`config.mk`:
```
export PLATFORM = sky130hd
export DESIGN_NAME = key_event_decoder
export DESIGN_NICKNAME = d
export VERILOG_FILES = /design/src/rtl/key_event_pkg.sv /design/src/rtl/key_fifo.sv /design/src/rtl/key_event_decoder.sv
export SDC_FILE = /design/constraint.sdc
export NUM_CORES = 1
export LEC_CHECK = 0
export ABC_AREA = 1
export BUFFER_PORTS_ARGS = -buffer_cell sky130_fd_sc_hd__buf_2
export CORE_MARGIN = 4
export CORE_UTILIZATION = 61
export DETAILED_ROUTE_END_ITERATION = 7
export PLACE_DENSITY = 0.8
export SLEW_MARGIN = 5
export SYNTH_ARGS = -nofsm -noshare
export SYNTH_HDL_FRONTEND = slang
export SYNTH_SLANG_ARGS = --single-unit
```
`constraint.sdc`:
```
create_clock -name clkin -period 2.1 [get_ports clkin]
set_input_delay 0.21 -clock clkin [delete_from_list [all_inputs] [get_ports clkin]]
set_output_delay 0.21 -clock clkin [all_outputs]
set_load 0.005 [all_outputs]
```
`src/rtl/key_event_pkg.sv`:
```
// ---------------------------------------------------------------------------
// key_event_pkg
// Shared definitions for the keypad event decoder:
//   key_state_t : decoder FSM state encoding
//   KEYS_NONE   : idle key vector (active-low, no key pressed)
//   KEY_IDX_W   : width of an encoded key index
// ---------------------------------------------------------------------------
package key_event_pkg;

  localparam int          KEY_IDX_W = 4;
  localparam logic [15:0] KEYS_NONE = 16'hFFFF;

  typedef enum logic [1:0] {
    IDLE     = 2'd0,
    DEBOUNCE = 2'd1,
    PRESSED  = 2'd2,
    REL_WAIT = 2'd3
  } key_state_t;

endpackage

```
`src/rtl/key_fifo.sv`:
```
// ---------------------------------------------------------------------------
// key_fifo
// Synchronous show-ahead FIFO for encoded key events.
// Parameters: AW (address width, depth = 2**AW), DW (data width).
// Ports:
//   i_clk, i_rst_n : clock, asynchronous active-low reset
//   i_push, i_wdata: write request and data (ignored when full unless a pop
//                    happens in the same cycle)
//   i_pop          : remove head entry (ignored when empty)
//   o_rdata        : head entry, valid while !o_empty (0 when empty)
//   o_full/o_empty : occupancy flags
// ---------------------------------------------------------------------------
module key_fifo #(
  parameter int AW = 2,
  parameter int DW = 4
) (
  input  logic          i_clk,
  input  logic          i_rst_n,
  input  logic          i_push,
  input  logic          i_pop,
  input  logic [DW-1:0] i_wdata,
  output logic [DW-1:0] o_rdata,
  output logic          o_full,
  output logic          o_empty
);

  localparam int DEPTH = 1 << AW;

  logic [DW-1:0] r_mem [DEPTH];
  // One extra pointer bit distinguishes full from empty when indices match.
  logic [AW:0]   r_wr_ptr;
  logic [AW:0]   r_rd_ptr;
  logic          w_do_push;
  logic          w_do_pop;

  assign o_empty   = (r_wr_ptr == r_rd_ptr);
  assign o_full    = (r_wr_ptr[AW] != r_rd_ptr[AW]) &&
                     (r_wr_ptr[AW-1:0] == r_rd_ptr[AW-1:0]);
  assign w_do_pop  = i_pop && !o_empty;
  // When full, a simultaneous pop frees the slot being written.
  assign w_do_push = i_push && (!o_full || w_do_pop);

  always_ff @(posedge i_clk or negedge i_rst_n) begin
    if (!i_rst_n) begin
      r_wr_ptr <= '0;
      r_rd_ptr <= '0;
      for (int i = 0; i < DEPTH; i++) begin
        r_mem[i] <= '0;
      end
    end else begin
      if (w_do_push) begin
        r_mem[r_wr_ptr[AW-1:0]] <= i_wdata;
        r_wr_ptr                <= r_wr_ptr + 1'b1;
      end
      if (w_do_pop) begin
        r_rd_ptr <= r_rd_ptr + 1'b1;
      end
    end
  end

  assign o_rdata = o_empty ? '0 : r_mem[r_rd_ptr[AW-1:0]];

endmodule

```
`src/rtl/key_event_decoder.sv`:
```
// ---------------------------------------------------------------------------
// key_event_decoder
// Debounces the active-low 16-bit keypad vector, detects single-key presses,
// encodes each press as a 4-bit index and queues it in a small FIFO for the
// downstream control FSMs.
//
// Optional feature macro: KEY_REPEAT_EN
//   defined   : a held key re-issues its event after REPEAT_DELAY cycles and
//               then every REPEAT_RATE cycles while still held
//   undefined : exactly one event per press
//
// Ports:
//   clkin     in   system clock
//   rst       in   asynchronous reset, active-low
//   keys      in   [15:0] key vector, bit i low = key i pressed
//   key_ack   in   pop head event (ignored when empty)
//   clr_ovf   in   clear sticky overflow flag
//   key_code  out  [3:0] head event index (show-ahead)
//   key_valid out  FIFO not empty
//   fifo_full out  FIFO holds 2**FIFO_AW events
//   overflow  out  sticky: a press was dropped because the FIFO was full
//
// State table
//   IDLE     | no key seen; waits for a key vector change
//   DEBOUNCE | single key candidate latched, counting stable cycles
//   PRESSED  | press accepted and queued, waiting for release
//   REL_WAIT | waiting for all keys released and stable (also absorbs chords)
// ---------------------------------------------------------------------------
module key_event_decoder
  import key_event_pkg::*;
#(
  parameter int DEB_CYCLES   = 1_000_000,
  parameter int CNT_W        = 20,
  parameter int FIFO_AW      = 2,
  parameter int REPEAT_DELAY = 50_000_000,
  parameter int REPEAT_RATE  = 10_000_000,
  parameter int REP_W        = 26
) (
  input  logic                 clkin,
  input  logic                 rst,
  input  logic [15:0]          keys,
  input  logic                 key_ack,
  input  logic                 clr_ovf,
  output logic [KEY_IDX_W-1:0] key_code,
  output logic                 key_valid,
  output logic                 fifo_full,
  output logic                 overflow
);

  // Elaboration-time sanity checks on the counter widths.
  if (DEB_CYCLES < 1 || CNT_W < 1 || CNT_W > 62 ||
      (64'd1 << CNT_W) <= 64'(DEB_CYCLES)) begin : g_bad_cnt_w
    $error("key_event_decoder: CNT_W too narrow for DEB_CYCLES");
  end
  if (REPEAT_DELAY < 1 || REPEAT_RATE < 1 || REP_W < 1 || REP_W > 62 ||
      (64'd1 << REP_W) <= 64'(REPEAT_DELAY) ||
      (64'd1 << REP_W) <= 64'(REPEAT_RATE)) begin : g_bad_rep_w
    $error("key_event_decoder: REP_W too narrow for repeat timing");
  end

  // Returns {onehot, index}: onehot is set when exactly one key is low,
  // index is the position of that low bit.
  function automatic logic [KEY_IDX_W:0] key_encode(input logic [15:0] v);
    logic [15:0]          act;
    logic [KEY_IDX_W-1:0] idx;
    act = ~v;
    idx = '0;
    for (int i = 0; i < 16; i++) begin
      if (act[i]) begin
        idx = KEY_IDX_W'(i);
      end
    end
    return {(act != 16'd0) && ((act & (act - 16'd1)) == 16'd0), idx};
  endfunction

  logic [15:0]          r_sync1;
  logic [15:0]          r_ks;
  key_state_t           r_state;
  logic [15:0]          r_cand;
  logic [KEY_IDX_W-1:0] r_code;
  logic [CNT_W-1:0]     r_cnt;
  logic                 r_overflow;

  logic [KEY_IDX_W:0]   w_enc;
  logic                 w_onehot;
  logic [KEY_IDX_W-1:0] w_idx;
  logic                 w_cnt_done;
  logic                 w_accept;
  logic                 w_rep_fire;
  logic                 w_push;
  logic                 w_pop;
  logic                 w_drop;
  logic                 w_full;
  logic                 w_empty;
  logic [KEY_IDX_W-1:0] w_rdata;

  // Two-flop synchronizer; idles at "no key" so reset never looks like a press.
  always_ff @(posedge clkin or negedge rst) begin
    if (!rst) begin
      r_sync1 <= KEYS_NONE;
      r_ks    <= KEYS_NONE;
    end else begin
      r_sync1 <= keys;
      r_ks    <= r_sync1;
    end
  end

  assign w_enc      = key_encode(r_ks);
  assign w_onehot   = w_enc[KEY_IDX_W];
  assign w_idx      = w_enc[KEY_IDX_W-1:0];
  assign w_cnt_done = (r_cnt == CNT_W'(DEB_CYCLES - 1));
  // Push is decoded combinationally so the event lands in the FIFO on the
  // same edge the FSM accepts the press.
  assign w_accept   = (r_state == DEBOUNCE) && (r_ks == r_cand) && w_cnt_done;

  always_ff @(posedge clkin or negedge rst) begin
    if (!rst) begin
      r_state <= IDLE;
      r_cand  <= KEYS_NONE;
      r_code  <= '0;
      r_cnt   <= '0;
    end else begin
      case (r_state)
        IDLE: begin
          if (r_ks != KEYS_NONE) begin
            r_cnt <= '0;
            if (w_onehot) begin
              r_cand  <= r_ks;
              r_code  <= w_idx;
              r_state <= DEBOUNCE;
            end else begin
              r_state <= REL_WAIT;
            end
          end
        end
        DEBOUNCE: begin
          if (r_ks != r_cand) begin
            r_state <= IDLE;
          end else if (w_cnt_done) begin
            r_state <= PRESSED;
          end else begin
            r_cnt <= r_cnt + 1'b1;
          end
        end
        PRESSED: begin
          // Release and "another key joined" both wait for a clean release.
          if (r_ks != r_cand) begin
            r_cnt   <= '0;
            r_state <= REL_WAIT;
          end
        end
        REL_WAIT: begin
          if (r_ks != KEYS_NONE) begin
            r_cnt <= '0;
          end else if (w_cnt_done) begin
            r_state <= IDLE;
          end else begin
            r_cnt <= r_cnt + 1'b1;
          end
        end
        default: r_state <= IDLE;
      endcase
    end
  end

`ifdef KEY_REPEAT_EN
  logic [REP_W-1:0] r_rep_cnt;
  logic             r_rep_armed;
  logic             w_rep_hold;
  logic             w_rep_hit;

  assign w_rep_hold = (r_state == PRESSED) && (r_ks == r_cand);
  // First repeat uses the long delay, later ones the shorter rate.
  assign w_rep_hit  = r_rep_armed ? (r_rep_cnt == REP_W'(REPEAT_RATE - 1))
                                  : (r_rep_cnt == REP_W'(REPEAT_DELAY - 1));
  assign w_rep_fire = w_rep_hold && w_rep_hit;

  always_ff @(posedge clkin or negedge rst) begin
    if (!rst) begin
      r_rep_cnt   <= '0;
      r_rep_armed <= 1'b0;
    end else if (w_rep_hold) begin
      if (w_rep_hit) begin
        r_rep_cnt   <= '0;
        r_rep_armed <= 1'b1;
      end else begin
        r_rep_cnt <= r_rep_cnt + 1'b1;
      end
    end else begin
      r_rep_cnt   <= '0;
      r_rep_armed <= 1'b0;
    end
  end
`else
  assign w_rep_fire = 1'b0;
`endif

  assign w_push = w_accept || w_rep_fire;
  assign w_pop  = key_ack && !w_empty;
  // A pop in the same cycle makes room, so only an unpaired push is lost.
  assign w_drop = w_push && w_full && !w_pop;

  key_fifo #(
    .AW (FIFO_AW),
    .DW (KEY_IDX_W)
  ) u_fifo (
    .i_clk   (clkin),
    .i_rst_n (rst),
    .i_push  (w_push),
    .i_pop   (key_ack),
    .i_wdata (r_code),
    .o_rdata (w_rdata),
    .o_full  (w_full),
    .o_empty (w_empty)
  );

  // A new drop wins over a simultaneous clear.
  always_ff @(posedge clkin or negedge rst) begin
    if (!rst) begin
      r_overflow <= 1'b0;
    end else if (w_drop) begin
      r_overflow <= 1'b1;
    end else if (clr_ovf) begin
      r_overflow <= 1'b0;
    end
  end

  assign key_code  = w_rdata;
  assign key_valid = !w_empty;
  assign fifo_full = w_full;
  assign overflow  = r_overflow;

endmodule

```
Word-level counts from Yosys, hierarchy flattened:

Cells that the tools add are included.

* register bits: 97
* latch bits: 0
* bits in writable memories: 0
* memory bits (read-only): 0
* bits of input ports: 20
* logic and storage cells: 98
* memories kept: 0

* $add $sub $neg: 4
* $mul: 0
* div/mod/pow operators: 0
* $lt $le $gt $ge: 3
* equality and inequality tests: 16
* shift operators: 0
* multiplexer cells: 38
* bitwise gates (word level): 4
* reductions and logical operators: 20

Operators with widths (count)
* 2-to-1 mux 20 bit: 5
* case mux 20 bit (4 select lines): 1
* 2-to-1 mux 4 bit: 17
* adder 20 x 1 -> 20 bit (second input constant): 1
* == test 20 bit (second input constant): 1
* bitwise AND 16 bit: 1
* bitwise mux 16 bit: 1
* == test 16 bit: 1
* zero test 16 bit: 1
* 2-to-1 mux 2 bit: 8
* != test 16 bit: 1
* != test 16 bit (second input constant): 1
* inverter 16 bit: 1
* nonzero test 16 bit: 1
* subtractor 16 x 1 -> 16 bit (second input constant): 1
* != test 2 bit (second input constant): 5
* logical AND 1 bit: 9
* binary-select mux 4 bit (select 2 bit): 1
* demux 4 bit (select 2 bit): 1
* case mux 2 bit (4 select lines): 1
* adder 3 x 1 -> 3 bit (second input constant): 2
* greater-or-equal comparator 3 bit (second input constant): 2
* inverter 2 -> 3 bit: 2
* AND reduction 3 bit: 2
* other kinds (13): 18

Logic depth before layout (Yosys ltp):

* depth in word-level cells: 16
* gate-level depth with buffers: 15

Cells and area by module:

From an unflattened synthesis, not the netlist that was laid out.

* cells, all modules: 645
* area total of the unflattened synthesis: 5328.9 µm²

Modules (own cells, without submodules)
* key_event_decoder: times used 1, cells an instance 499, area an instance 4086.4 µm², seq. area each 1936.9 µm²
* key_fifo: times used 1, cells an instance 146, area an instance 1242.4 µm², seq. area each 550.5 µm²

Worst setup path after synthesis:

OpenSTA, ideal clock, no wires.

* path kind: register to register
* start: reg r_cnt[0]
* end: reg u_fifo.r_mem[3] in the netlist's numbering
* library setup time: 0.123 ns
* arrival time: 1.639 ns
* required time: 1.977 ns
* slack: 0.338 ns
* stages on the path, launching flop included: 13
* cells stage by stage: dfrtp_1 ha_1 inv_2 nor2_4 nand2_2 nor2_4 nand3_2 clkinv_1 nand2_2 nor2_8 nand2_4 nand2_1 o21ai_1

* longest elaborated chain between the ends: 3

Ends and longest elaborated chain
* from (decl): line key_event_decoder.sv:81 `logic [CNT_W-1:0] r_cnt;`
* from (signal assigned): line key_event_decoder.sv:142 `r_cnt <= r_cnt + 1'b1;`
* from (signal assigned): line key_event_decoder.sv:158 `r_cnt <= r_cnt + 1'b1;`
* == test 20 bit: line key_event_decoder.sv:111 `assign w_cnt_done = (r_cnt == CNT_W'(DEB_CYCLES - 1));`
* logical AND 1 bit: line key_event_decoder.sv:114 `assign w_accept = (r_state == DEBOUNCE) && (r_ks == r_cand) && w_cnt_done;`
* logical AND 1 bit: line key_fifo.sv:41 `assign w_do_push = i_push && (!o_full || w_do_pop);`
* to (signal, indexed assignment): line key_fifo.sv:52 `r_mem[r_wr_ptr[AW-1:0]] <= i_wdata;`
* to (decl): line key_fifo.sv:29 `logic [DW-1:0] r_mem [DEPTH];`

No other way between the ends.
A chain may end at the register's enable or synchronous reset.

Worst setup path after layout:

* start: reg u_fifo.r_rd_ptr[1]
* end: out key_code[3]

* longest elaborated chain between the ends: 5

Ends and longest elaborated chain
* from (decl): line key_fifo.sv:32 `logic [AW:0] r_rd_ptr;`
* from (signal assigned): line key_fifo.sv:56 `r_rd_ptr <= r_rd_ptr + 1'b1;`
* inverter 2 -> 3 bit (implied by the code): line key_fifo.sv:61 `assign o_rdata = o_empty ? '0 : r_mem[r_rd_ptr[AW-1:0]];`
* binary-select mux 4 bit (select 2 bit): line key_fifo.sv:61
* 2-to-1 mux 4 bit (implied by the code) (2 in a row): line key_fifo.sv:61
* 2-to-1 mux 4 bit (*): line key_fifo.sv:61
* to (decl): line key_event_decoder.sv:44 `output logic [KEY_IDX_W-1:0] key_code,`

Mark *: on every way between the ends. The rest lies on a longest branch, timed or not. The select of a mux whose other input is x is not followed.

==> run metrics <==
status=finished clean; ys async rst share=100.0%; initial antenna violation count=0; Switching Share=27.47%; leading cell type in the layout, fill and taps excluded=nand2_1; Syn Area/Cell=8.797 µm²; Worst Setup Path Type=reg -> out; area grow syn2layout=14.03%; starting density of the core=62.42%; Core Area=8217 µm²; Buf/Inv on CP=3; ANT nets after route=0; Crit Path Max Fanout=7; flops & latches, synth=just under 100; clk_skew=between 10 and 15 ps; cts bufs inserted=9; CP endpoint kind=output pin; Die X=99.70 µm; Post-layout nets=664; Synth Flop Type=dfrtp_1; Iter 0 DRT Violations=between 150 and 200; EDFF count, synth=0; routed via count=4,114; CP Launch Type=flip-flop; grt ovf=0; CTS sink count=97; CTS tree=done; grt met3 use=about 3.7%; yosys warns=0; placed insts=713; Clock Tree Root=clkbuf_8; P per Cell Area=between 600 and 700 nW/µm²; commonest cells after routing, fill and taps aside=nand2_1, inv_1, dfstp_2, dfrtp_1, nor2_1; Worst Path Required=1890 ps; H-tree levels=3; first-pass GRT wire length=18,660 µm; clk_lat worst skew=370 ps; Yosys cell types=44; part of the power in combinational logic=between 15 and 20%; gr usage total=a little under a quarter; Layout Utilization=71.17%; fin. max-slew vios=0; DR pass1 iterations=5; maximum VDD drop=around 0.47 mV; met1 Resource Use GR=a little under a third; relative slew slack=between 60% and 70%; worst-margin pin slew=464.6 ps; Post-Syn Instances=583; die area=between 9000 and 10,000 µm²; Sw Pwr=1079 µW; critical path's top delay family=simple AND/OR/NAND/NOR gates; DR DRC count=0; most crowded layer after global routing=met2; I/O pin count=27; min Tclk post-route=1965 ps; Clk pin slew, worst setup/hold paths=90 ps; # port buffers=26; post-route insts no fill=around 750; design internal power=2848 µW; Die H=roughly 100 µm; wire length per cell=~14 µm; RSZ-0062 raised after global routing=false; vias per cell=5.500; GP Congestion=approximately 0.93; worst hold path type=in -> reg; worst reg2reg setup slack=140 ps; crit-path max cell delay=between 400 and 500 ps; fillers=roughly 610; DP HPWL=7749 µm; Final Hold Vio Count=0; setup_tns=0 ps; net count after synthesis=609; critical path, cell by cell=inv_1 -> nand2_1 -> nand4_1 -> or2_2 -> nand2_1 -> inv_1 -> buf_2; Post-Syn Area=roughly 5000 µm²; vias in the first global route=between 4,000 and 5,000; Peak Freq=roughly 0.5 GHz; setup violators final=0; Max clock buf depth=2; slowest CP cell=dfrtp_2; leakage power=0.002640 µW; proportion of layout cells with a drive suffix above 1=28.15%; clock share of power=32.9%; fin crit share=roughly 94%; CP Data Arrival Time=1750 ps; Seq pwr share=51.7%; largest net degree at the start of global routing=40; met2 usage=37.71%; Max-Cap Viols=0; register area share after synthesis=48.50%; final wirelength=10,550 µm; antenna cells=0; row count=33
[final timing paths]
kind,start,cells after the start,to
worst max-delay path,u_fifo.r_rd_ptr[1],7,key_code[3]
worst min-delay path,clr_ovf,2,overflow
worst max register to register,r_ks[14],13,r_cnt[6]
worst min register to register,r_sync1[7],0,r_ks[7]
max in group asynchronous,rst,3,u_fifo.r_wr_ptr[0]
min in group asynchronous,rst,2,u_fifo.r_mem[0]
[layer usage]
layer | vias up | part of all wire, %
met5 | - | 0
li1 | 2002 | -
met1 | 1979 | 45
met4 | 0 | 1.7
met2 | 111 | 49
met3 | 22 | 5.2
[flip-flops by register name, summed over array words and instances (netlist names), 3 cells and up]
| register | count |
|---|---|
| u_fifo.r_mem | 16 |
| r_cand | 16 |
| r_ks | 16 |
| r_cnt | 20 |
| r_code | 4 |
| u_fifo.r_wr_ptr | 3 |
| u_fifo.r_rd_ptr | 3 |
| r_sync1 | 16 |
[synthesized netlist by cell type, types with 7 or more instances]
library cell  count  area share (%)
inv_2             8            0.59
o21ai_1          36             3.5
nand4_1           7            0.85
nor3_1           12             1.2
a21oi_1           7            0.68
nand3_1          15             1.5
dfstp_2          48              25
dfrtp_1          49              24
xor2_1           21             3.6
nand2_4           8             1.8
o21ai_2          13             2.2
xnor2_1          12             2.0
inv_1            50             3.7
nor2_1           46             3.4
nand2_1         143              10
o21ai_0          16             1.6
nand2_2          19             2.3
[layout make-up]
type / count / area [µm²] / share of cell area (%)
flip-flops and latches: 97 / 2491 / 42.60
multi-input cells: 411 / 2323 / 39.73
repair buffers: 59 / 460.4 / 7.873
inverters: 60 / 227.7 / 3.894
clock buffers: 11 / 152.6 / 2.610
well taps: 105 / 131.4 / 2.246
clock inverters: 5 / 61.31 / 1.048
[through the flow]
| stage | cell area [µm²] | setup slack, ps | hold slack [ps] | power, µW |
|---|---|---|---|---|
| 3_5_place_dp | 5425 | 51.88 | 196.6 | 2626 |
| 4_1_cts | 5811 | 25.27 | 40.46 | 3940 |
| 5_1_grt | 5848 | 9.369 | 41.13 | 4132 |
| 6_report | 5848 | 135.3 | 52.47 | 3927 |
| 3_3_place_gp | 5425 | 160.1 | 187.0 | 2592 |
| 2_1_floorplan | 5129 | 338.4 | -85.59 | 2413 |
[cell families after synthesis]
| family | Yosys count | synth area share (%) |
|---|---|---|
| buffers and inverters | 75 | 6.587 |
| and+or+nand+nor | 271 | 25.42 |
| DFF | 97 | 48.50 |
| AOI/OAI and AO/OA | 101 | 12.39 |
| xor gates and xnor gates | 33 | 5.636 |
| adders and majority gates | 6 | 1.464 |
[what timing repair did]
action / in CTS / in global routing
hold buffers: 17 / 0
setup endpoints to repair: 5 / 38
gates resized for setup: 1 / 8
hold endpoints to repair: 18 / 0
setup buffers: 0 / 2
[power groups by stage]
stage	clock network [µW]	logic, µW	registers [µW]
floorplan	0	381	2030
global route	1400	693	2040
detailed placement	0	550	2080
CTS	1320	578	2050
global placement	0	522	2070
finish	1290	605	2030
Note: power is estimated with default switching activity, not from simulation.
